==> src/rtl/clock_meter_pkg.sv <==
// Shared types and constants for the clock period meter and its benches.
package clock_meter_pkg;

    typedef enum logic [1:0] {
        IDLE,
        ARM,
        MEASURE,
        STOPPED
    } meter_state_t;

    localparam int METER_CNT_W   = 32;
    localparam int METER_TIMEOUT = 60_000_000;

    // Half-periods of the CPU clock generator in fast and slow mode.
    localparam int FAST_HALF = 26;
    localparam int SLOW_HALF = 25_000_001;

endpackage

==> src/rtl/sync_edge_detect.sv <==
// Two-flop synchroniser plus history flop for an asynchronous level input.
// Produces single-cycle rise/fall pulses in the local clock domain.
module sync_edge_detect (
    input  logic clock_50MHz,
    input  logic rst,
    input  logic d,
    output logic rise,
    output logic fall
);

    logic s1, s2, s3;

    // s1/s2 resolve metastability, s3 keeps the previous settled level.
    always_ff @(posedge clock_50MHz) begin
        if (rst) begin
            s1 <= 1'b0;
            s2 <= 1'b0;
            s3 <= 1'b0;
        end else begin
            s1 <= d;
            s2 <= s1;
            s3 <= s2;
        end
    end

    assign rise = s2 & ~s3;
    assign fall = ~s2 & s3;

endmodule

==> src/rtl/clock_period_meter.sv <==
// Measures period and high phase of an asynchronous clock in clock_50MHz
// cycles; flags a stopped input after TIMEOUT cycles without a rising edge.
module clock_period_meter
    import clock_meter_pkg::*;
#(
    parameter int CNT_W   = METER_CNT_W,
    parameter int TIMEOUT = METER_TIMEOUT
) (
    input  logic             clock_50MHz,
    input  logic             rst,
    input  logic             clk_in,
    input  logic             en,
    output logic [CNT_W-1:0] period,
    output logic [CNT_W-1:0] high_time,
    output logic             valid,
    output logic             stopped
);

    // Last count value reachable; reaching it without a rise is a timeout.
    localparam logic [CNT_W-1:0] CNT_LAST = CNT_W'(TIMEOUT - 1);

    logic             rise, fall;
    meter_state_t     state, state_nxt;
    logic [CNT_W-1:0] cnt;
    logic             cnt_clr, cnt_inc, ld_period, ld_high;

    sync_edge_detect u_sync (
        .clock_50MHz (clock_50MHz),
        .rst         (rst),
        .d           (clk_in),
        .rise        (rise),
        .fall        (fall)
    );

    // State register.
    always_ff @(posedge clock_50MHz) begin
        if (rst) state <= IDLE;
        else     state <= state_nxt;
    end

    // Next state and datapath controls. Disable beats edges; a rise beats
    // the timeout, so a rise landing on the last count is a normal period.
    always_comb begin
        state_nxt = state;
        cnt_clr   = 1'b0;
        cnt_inc   = 1'b0;
        ld_period = 1'b0;
        ld_high   = 1'b0;
        if (!en) begin
            state_nxt = IDLE;
            cnt_clr   = 1'b1;
        end else begin
            case (state)
                IDLE: begin
                    state_nxt = ARM;
                    cnt_clr   = 1'b1;
                end
                ARM: begin
                    if (rise) begin
                        cnt_clr   = 1'b1;
                        state_nxt = MEASURE;
                    end
                end
                MEASURE: begin
                    ld_high = fall;
                    if (rise) begin
                        ld_period = 1'b1;
                        cnt_clr   = 1'b1;
                    end else if (cnt == CNT_LAST) begin
                        state_nxt = STOPPED;
                    end else begin
                        cnt_inc = 1'b1;
                    end
                end
                STOPPED: begin
                    // Recovery edge only restarts the count; no result.
                    if (rise) begin
                        cnt_clr   = 1'b1;
                        state_nxt = MEASURE;
                    end
                end
                default: state_nxt = IDLE;
            endcase
        end
    end

    // Cycle counter, result registers and valid strobe.
    always_ff @(posedge clock_50MHz) begin
        if (rst) begin
            cnt       <= '0;
            period    <= '0;
            high_time <= '0;
            valid     <= 1'b0;
        end else begin
            valid <= ld_period;
            if (cnt_clr)      cnt <= '0;
            else if (cnt_inc) cnt <= cnt + CNT_W'(1);
            if (ld_period) period    <= cnt + CNT_W'(1);
            if (ld_high)   high_time <= cnt + CNT_W'(1);
        end
    end

    assign stopped = (state == STOPPED);

endmodule

==> config.mk <==
export PLATFORM = sky130hd
export DESIGN_NAME = clock_period_meter
export DESIGN_NICKNAME = d
export VERILOG_FILES = /design/src/rtl/clock_meter_pkg.sv /design/src/rtl/sync_edge_detect.sv /design/src/rtl/clock_period_meter.sv
export SDC_FILE = /design/constraint.sdc
export NUM_CORES = 1
export LEC_CHECK = 0
export ABC_CLOCK_PERIOD_IN_PS = 6500
export CAP_MARGIN = 20
export CORE_ASPECT_RATIO = 1.5
export CORE_UTILIZATION = 60
export CTS_BUF_LIST = sky130_fd_sc_hd__clkbuf_8
export DETAILED_ROUTE_END_ITERATION = 12
export GPL_TIMING_DRIVEN = 0
export PLACE_DENSITY = 0.95
export SLEW_MARGIN = 20
export SYNTH_ARGS = -nofsm -noshare
export SYNTH_HDL_FRONTEND = slang
export SYNTH_SLANG_ARGS = --single-unit
==> constraint.sdc <==
create_clock -name clock_50MHz -period 6.5 [get_ports clock_50MHz]
set_input_delay 0.65 -clock clock_50MHz [delete_from_list [all_inputs] [get_ports clock_50MHz]]
set_output_delay 0.65 -clock clock_50MHz [all_outputs]
set_load 0.02 [all_outputs]
# == Word level (Yosys, flattened, before mapping) ==
# Cells that the tools add are included.
# word_totals
register_bits,102
input_bits,4
out_inout_bits,66
elab_cells,42
# classes
addsub,1
eq_ne,7
n_mux,15
bitwise,5
reduce_logical,6
# op_table
op,count
"32-bit by 1-bit adder with 32-bit output, second input constant",1
"32-bit by 26-bit equality test with 1-bit output, second input constant",1
1-bit two-way mux,10
2-bit two-way mux,3
2-bit one-hot mux with 3 select lines,1
2-bit OR reduction,3
"2-bit equality test, second input constant",2
"2-bit != test, second input constant",2
1-bit inverter,3
3-bit AND reduction,1
3-bit OR reduction,1
1-bit bitwise AND,2
"2-bit by 1-bit equality test with 1-bit output, second input constant",1
2-bit logical NOT,1
"2-bit by 1-bit != test with 1-bit output, second input constant",1
1-bit one-hot mux with 2 select lines,1

# == Longest topological paths before layout ==
# Gate-level depths: netlist (run 1).
# depth
word_depth,6
depth_mapped,8
depth_no_buf,6

# == By module ==
# Synthesis (run 1) repeated with hierarchy kept, for this count alone.
# unflattened
cells_unflattened,535
hier_area_um2,4610.7
# by_module_without_submodules
mod,instances,cells_per_inst,area_each_um2,seq_area_each_um2
clock_period_meter,1,527,4519.3,1981.9
sync_edge_detect,1,8,91.3,60.1

# == Worst setup path before layout (run 1) ==
# Ideal clock, no wire load.
# synth_path
kind,reg-to-reg
startpoint,register cnt[13]
endpoint,register cnt[23]
setup_time_ns,0.070
arrival_ns,2.134
required_time_ns,6.430
path_slack_ns,4.296
path_stages_with_launch,7
n_path_buf,1
period_less_slack_ns,2.204
path_cell_list,dfxtp_1 clkbuf_1 nand4_1 or4_1 or3_4 or4_1 a21oi_1
# synth_between
elab_chain_len,5
elab_cells_between_ends,6
cone_classes,add/sub (1); eq/ne (1); mux (4)
# synth_rtl
element,line_no,text
start: declaration,clock_period_meter.sv:24,logic [CNT_W-1:0] cnt;
start signal: assignment,clock_period_meter.sv:97,else if (cnt_inc) cnt <= cnt + CNT_W'(1);
"parallel branches: the longest is 5 deep, another holds 32-bit by 1-bit adder with 32-bit output",--,
# Several ways; the timed one is not identified.
# A chain may end at the register's enable or synchronous reset.

# == Final worst setup path (run 1) ==
# layout_path
startpoint,register cnt[0]
endpoint,register cnt[1]
# Same word-level chain as after synthesis.

==> results of run 1 <==
[final cells by class]
type | instances | area [µm²] | area share (%)
Multi-Input combinational cell | 362 | 2230 | 40.8
Sequential cell | 102 | 2040 | 37.3
Timing Repair Buffer | 68 | 681 | 12.4
Buffer | 38 | 146 | 2.68
Clock buffer | 10 | 138 | 2.52
Tap cell | 100 | 125 | 2.29
Clock inverter | 6 | 92.6 | 1.69
Inverter | 3 | 11.3 | 0.206
[kinds of logic after synthesis]
family                   after synthesis  share of synthesized area [%]
AND/OR/NAND/NOR                      210                           24.5
buffers and inverters                 41                           3.56
multiplexers                          12                           2.71
adder cells (fa/ha/maj)                1                          0.282
AO/OA/AOI/OAI                        109                           17.0
flip-flops                           102                           46.1
XOR/XNOR                              30                           5.93
[power groups by stage]
stage                     clock [W]  combinational (W)  sequential (W)
after floorplan                   0          0.0000120        0.000641
after global placement            0          0.0000184        0.000641
after detailed placement          0          0.0000188        0.000641
after CTS                  0.000458          0.0000191        0.000627
after global routing       0.000483          0.0000209        0.000627
final                      0.000461          0.0000196        0.000627
[synthesized netlist by cell type (2+ instances only)]
cell and instances:
sky130_fd_sc_hd__dfxtp_1 102, sky130_fd_sc_hd__nor2_1 75, sky130_fd_sc_hd__a211oi_1 60, sky130_fd_sc_hd__clkbuf_1 35
sky130_fd_sc_hd__nand2_1 26, sky130_fd_sc_hd__a21oi_1 23, sky130_fd_sc_hd__or4_1 17, sky130_fd_sc_hd__nand3_1 16
sky130_fd_sc_hd__xor2_1 16, sky130_fd_sc_hd__o31ai_1 15, sky130_fd_sc_hd__xnor2_1 14, sky130_fd_sc_hd__and3_1 13
sky130_fd_sc_hd__nand4_1 13, sky130_fd_sc_hd__mux2i_1 12, sky130_fd_sc_hd__nand2b_1 11, sky130_fd_sc_hd__nor4_1 8
sky130_fd_sc_hd__and2_1 7, sky130_fd_sc_hd__nor3_1 6, sky130_fd_sc_hd__nor2b_1 4, sky130_fd_sc_hd__o21ai_0 4
sky130_fd_sc_hd__a31o_2 3, sky130_fd_sc_hd__a31oi_1 3, sky130_fd_sc_hd__buf_2 3, sky130_fd_sc_hd__inv_1 3
sky130_fd_sc_hd__or3_1 3, sky130_fd_sc_hd__and4_1 2, sky130_fd_sc_hd__nor3b_1 2
[sequential cells by signal, summed over array words and instances (netlist names)]
register   flops
cnt           32
high_time     32
period        32
state          2
u_sync.s1      1
u_sync.s2      1
u_sync.s3      1
valid          1
[worst paths after layout]
kind | to | slack (ns) | cells after the start
hold reg to reg | u_sync.s2 | 0.46 | 1
setup / recovery | cnt[1] | 3.51 | 8
setup reg to reg | cnt[1] | 3.51 | 8
hold / removal | u_sync.s2 | 0.46 | 1
[worst reg2reg max path, delay by kind of cell, from the launching register on]
family	cells	cell delay [ns]
DFF	1	0.45
adders and majority gates	1	0.27
and+or+nand+nor	3	1.28
buffers and inverters	2	0.63
AOI/OAI and AO/OA	2	0.29
[layer usage]
| metal | track usage (%) | wire length (µm) |
|---|---|---|
| met5 | 0 | 0 |
| met2 | 60.0 | 6800 |
| met4 | 25.4 | 792 |
| met3 | 5.43 | 946 |
| met1 | 38.9 | 4780 |
[stage by stage]
step / hold WS (ns) / power (W) / utilization, % / worst slack [ns] / cells
2_1_floorplan: 0.414 / 0.000653 / - / 4.30 / 505
3_3_place_gp: 0.428 / 0.000660 / 73.0 / 3.61 / 673
3_5_place_dp: 0.440 / 0.000660 / 73.0 / 3.56 / 673
4_1_cts: 0.462 / 0.00110 / 76.2 / 3.60 / 689
5_1_grt: 0.477 / 0.00113 / 76.2 / 3.36 / 689
6_report: 0.460 / 0.00111 / 76.2 / 3.51 / 689
==> out/qor.txt, run 1 <==
======================================================================================
Number of antenna violations at the first check in global routing                    0
Pint                                                                        0.000862 W
Combined buffer and inverter count along the critical path                           2
Average wire length per cell after detail routing                              19.3 µm
Number of resized instances in the post-cts repair step                              0
Standard cell area after detailed placement                                   5240 µm²
Commonest non-fill, non-tap cells in the layout                           sky130_fd_sc_hd__dfxtp_1, sky130_fd_sc_hd__nor2_1, sky130_fd_sc_hd__clkdlybuf4s50_1
Clock buffers created by TritonCTS                                                   9
Effective utilization at floorplan                                               61.7%
Worst ir drop on vdd                                                        0.000138 V
Count of unique library cells instantiated by Yosys                                 36
Data arrival time of the critical path                                         3.29 ns
Leading cell type in the layout, fill and taps excluded                   sky130_fd_sc_hd__dfxtp_1
DRC violation count after routing                                                    0
P_leak                                                                         1.66 nW
Fin crit share                                                                   46.0%
Final critical path time including I/O delays and setup                        2.99 ns
Post-Route Skew                                                              0.0133 ns
Worst-path maximum fanout                                                           10
Fraction of power consumed by sequential logic                                   56.6%
Sw Share                                                                         22.1%
Number of buffers added on ports                                                    68
Yosys warning count                                                                  0
Kind of start point of the critical path                                     flip-flop
Clock Power Share                                                                41.6%
Design Area, Final                                                            5470 µm²
Sink Count                                                                         102
Share of the synthesized area in the top cell type                               46.1%
Synthesized area divided by synthesized cell count                            8.78 µm²
TritonCTS clock tree                                                              done
Die footprint                                                                 7740 µm²
Switching power summed over all nets                                        0.000245 W
Crit path largest cell delay                                                   0.73 ns
Synth top area cells                                                      sky130_fd_sc_hd__dfxtp_1, sky130_fd_sc_hd__a211oi_1, sky130_fd_sc_hd__nor2_1
Ratio of total power to cell area                                           202 nW/µm²
Most instantiated flip-flop cell in the synthesis netlist                 sky130_fd_sc_hd__dfxtp_1
Run status                                                                finished clean
Via/cell ratio                                                                    6.36
Required time of the worst setup path                                          6.80 ns
# setup viols final                                                                  0
Fraction of layout instances using a drive strength above 1                      4.24%
Pin count of the biggest net entering global routing                                18
Vias in the first global route                                                   4,180
Cell type of the slowest stage on the worst timing path                   sky130_fd_sc_hd__nor4_2
N_diodes                                                                             0
Setup CP Type                                                                  reg2reg
First-pass GRT wire length                                                   20,700 µm
CTS HTree Levels                                                                     3
Bufs on Longest Clock Path                                                           2
Combined global-route utilization of all metal layers                            35.1%
Cell at the root of the clock tree                                        sky130_fd_sc_hd__clkbuf_8
Max-slew violations                                                                  0
Cts-stage hold buffer count                                                          0
Placed wire-length estimate                                                    9890 µm
Growth of design area from synthesis to finish                                   23.4%
Number of flops mapped to enable cells by yosys                                      0
Area of the core                                                              7180 µm²
Cell type with the largest total area after synthesis                     sky130_fd_sc_hd__dfxtp_1
Post-CTS Setup Bufs                                                                  0
Number of hold violations in the final report                                        0
Worst flop-to-flop path startpoint                                              cnt[0]
Max Freq                                                                       334 MHz
Max_slew headroom                                                                26.7%
Sequential element share of the synthesized area                                 46.1%
CP most frequent cell                                                     sky130_fd_sc_hd__buf_2
Beginning of the critical path                                                  cnt[0]
Syn Inst Count                                                                     505
Final nets                                                                         589
DRC violation total after the first TritonRoute iteration                          439
Unrepaired setup endpoints after global routing                                     no
Aggregate global routing overflow                                                    0
Gate family responsible for the most delay along the worst path           simple AND/OR/NAND/NOR gates
Net count after synthesis                                                          510
Routed via count                                                                 4,385
Hold wc startpoint                                                           u_sync.s1
Crit end category                                                            flip-flop
Post-synth design cell area                                                   4430 µm²
Die width                                                                      72.2 µm
Number of primary I/O pins                                                          70
DRT antenna net count                                                                0
Rows                                                                                38
Hold/Removal Path Class                                                        reg2reg
Combinational Power Share                                                         1.8%
Drt total wl                                                                 13,300 µm
Max-capacitance violation count                                                      0
Post-Route Setup TNS                                                              0 ns
List of cells traversed by the critical path                              ha_1, and3_1, nand3_1, nor4_2, buf_2, buf_2, o21ai_0, a21oi_1
Vertical die dimension                                                          107 µm
Proportion of synthesized flip-flops having asynchronous set or reset               0%
Iteration count of the initial detailed-routing pass                                 5
Weighted congestion reported at the end of routability-driven placement          0.950
Actual slew at the worst max-slew pin                                          1.09 ns
Filler instances                                                                   467
Clock latency reported for the late side of the worst-skew pair                0.37 ns
Synthesis-stage register bit count                                                 102
CTS clock-pin slew for the worst setup and hold paths                          0.10 ns
======================================================================================
Power figures use the tool's default switching activity.
==> run 2: changes to the inputs <==
- ABC_CLOCK_PERIOD_IN_PS: 6500 -> 2800
- CORE_UTILIZATION: 60 -> 55
- PLACE_DENSITY: 0.95 -> 0.92
- clock period: 6.5 -> 2.8 ns (I/O delays scaled with it)
==> out/qor.txt, run 2 (synthesis results as in run 1) <==
======================================================================================
Area of the core                                                              7710 µm²   +7.4%
CP most frequent cell                                                     sky130_fd_sc_hd__nand3_1
Capture instance of the worst register-to-register path                         cnt[2]
# setup viols final                                                                  0   unchanged
WHS Path Cells                                                                       1   unchanged
Number of antenna violations at the first check in global routing                    0   unchanged
Design Area, Final                                                            5460 µm²   -0.14%
Max_slew headroom                                                                42.9%   +16 points
Routed via count                                                                 4,272   -2.6%
Setup CP Type                                                                  reg2reg
Fin crit share                                                                   93.9%   +48 points
Ratio of total power to cell area                                           443 nW/µm²   +120%
Worst-path maximum fanout                                                           10   unchanged
Weighted congestion reported at the end of routability-driven placement          0.933   -1.8%
Crit end category                                                            flip-flop
N_diodes                                                                             0   unchanged
Bufs on Longest Clock Path                                                           2   unchanged
Hold/Removal Path Class                                                        reg2reg
Run status                                                                finished clean
DRC violation count after routing                                                    0   unchanged
TritonCTS clock tree                                                              done
Commonest non-fill, non-tap cells in the layout                           sky130_fd_sc_hd__dfxtp_1, sky130_fd_sc_hd__nor2_1, sky130_fd_sc_hd__clkdlybuf4s50_1
Actual slew at the worst max-slew pin                                         0.854 ns   -0.236 ns
Vias in the first global route                                                   4,300   +2.9%
Cell at the root of the clock tree                                        sky130_fd_sc_hd__clkbuf_8
Share of the core filled with cells                                              70.8%   -5.3 points
Largest registers                                                         cnt: 32 flops, high_time: 32 flops, period: 32 flops
Data arrival time of the critical path                                         2.94 ns   -0.35 ns
Die footprint                                                                 8430 µm²   +8.9%
Vertical die dimension                                                          112 µm   +4.4%
CTS HTree Levels                                                                     3   unchanged
Growth of design area from synthesis to finish                                   23.2%
Pin count of the biggest net entering global routing                                20   +2
Filler instances                                                                   616   +32%
Required time of the worst setup path                                          3.11 ns   -3.69 ns
Rows                                                                                39   +2.6%
Via/cell ratio                                                                    6.18   -2.9%
Die width                                                                      75.3 µm   +4.3%
Effective utilization at floorplan                                               57.5%   -4.2 points
Aggregate global routing overflow                                                    0   unchanged
Leading cell type in the layout, fill and taps excluded                   sky130_fd_sc_hd__dfxtp_1
Unrepaired setup endpoints after global routing                                     no
Cts-stage hold buffer count                                                          0   unchanged
DRT antenna net count                                                                0   unchanged
Placed wire-length estimate                                                  10,100 µm   +1.6%
Worst Hold End                                                               u_sync.s2
Clock buffers created by TritonCTS                                                   9   unchanged
Average wire length per cell after detail routing                              19.0 µm   -1.9%
Number of buffers added on ports                                                    68   unchanged
Crit path largest cell delay                                                   0.69 ns   -0.04 ns
P_leak                                                                         1.66 nW   +0.24%
Worst ir drop on vdd                                                        0.000394 V   +190%
Post-Route Setup TNS                                                              0 ns   unchanged
Cell type of the slowest stage on the worst timing path                   sky130_fd_sc_hd__or4_1
Max-slew violations                                                                  0   unchanged
First-pass GRT wire length                                                   20,900 µm   +0.86%
Kind of start point of the critical path                                     flip-flop
Hold wc startpoint                                                           u_sync.s1
Number of primary I/O pins                                                          70   unchanged
Combined global-route utilization of all metal layers                            32.4%   -2.7 points
Count of placed standard cells including taps                                      675   +0.30%
Final critical path time including I/O delays and setup                        2.63 ns   -0.362 ns
Fraction of layout instances using a drive strength above 1                      4.92%   +0.68 points
Max-capacitance violation count                                                      0   unchanged
DRC violation total after the first TritonRoute iteration                          469   +6.8%
Max Freq                                                                       380 MHz   +14%
Clock latency reported for the late side of the worst-skew pair                0.38 ns   about the same
Standard cell area after detailed placement                                   5240 µm²   about the same
Non-filler instance count after layout                                             691   +0.29%
Sink Count                                                                         102   unchanged
Iteration count of the initial detailed-routing pass                                 7   +2
Worst-case hold slack                                                         0.460 ns   -0.000543 ns
Setup slack on the worst flop-to-flop path                                     0.17 ns   -3.34 ns
Final nets                                                                         589   unchanged
Post-Route Skew                                                              0.0104 ns   -0.00294 ns
List of cells traversed by the critical path                              ha_1, and3_1, nand3_1, or4_1, clkbuf_2, nand3_1, mux2i_1
Drt total wl                                                                 13,100 µm   -1.6%
CTS clock-pin slew for the worst setup and hold paths                          0.11 ns   about the same
Worst flop-to-flop path startpoint                                              cnt[0]
Number of hold violations in the final report                                        0   unchanged
Reg2Reg Depth                                                                        7   -1
======================================================================================
run 2: cell types whose count changed in the layout (fill, tap and decap cells not counted), sizes merged:
cell,before,now
bufinv,2,0
clkbuf,45,44
clkinv,1,3
clkinvlp,1,0
inv,5,7
run 2: where the power goes:
part           leakage [nW]  switching, W  internal, W
registers             0.822    0.00000238      0.00145
clock network        0.0993      0.000569     0.000347
logic                 0.740     0.0000333    0.0000123
total                  1.66      0.000605      0.00181
run 2: what timing repair did:
item / in CTS / in global routing
cloned: 0 / 0
buffers inserted: 0 / 0
gates resized for setup: 2 / 4
pin swaps: 0 / 1
endpoints found under the setup margin: 9 / 28
run 2: stage by stage:
stage	power, W	worst slack (ns)
after floorplan	0.00152	0.596
after global placement	0.00153	-0.00706
after detailed placement	0.00153	-0.0131
after CTS	0.00241	0.125
after global routing	0.00248	0.000544
final	0.00242	0.171
run 2: worst max-delay path by stage:
stage | from | endpoint | slack (ns) | cells after the start
after floorplan | cnt[13] | cnt[23] | 0.60 | 6
after global placement | cnt[0] | cnt[21] | -0.007 | 8
after detailed placement | cnt[0] | cnt[21] | -0.01 | 8
after CTS | cnt[0] | cnt[2] | 0.12 | 7
after global routing | cnt[0] | cnt[2] | 0.0005 | 7
final | cnt[0] | cnt[2] | 0.17 | 7
run 2: layer usage:
layer,up-vias,track usage (%),wire (µm)
met4,0,15.8,365
met5,-,0,0
met1,2039,35.9,5020
li1,2003,-,-
met2,195,57.0,7030
met3,35,6.33,689
run 2: area by class of cell:
cell class / instances / area (µm²) / area share (%)
timing repair buffer: 68 / 681 / 12.5
buffer: 38 / 148 / 2.70
tap: 102 / 128 / 2.34
clock inverter: 7 / 67.6 / 1.24
inverter: 3 / 11.3 / 0.206
clock buffer: 9 / 124 / 2.27
multi-input combinational: 362 / 2260 / 41.4
sequential: 102 / 2040 / 37.4
run 2: critical path, delay by kind of cell (launching register included):
| kind | cells | cell delay [ns] |
|---|---|---|
| adders and majority gates | 1 | 0.25 |
| DFF | 1 | 0.43 |
| and+or+nand+nor | 4 | 1.40 |
| muxes | 1 | 0.22 |
| buffers and inverters | 1 | 0.26 |
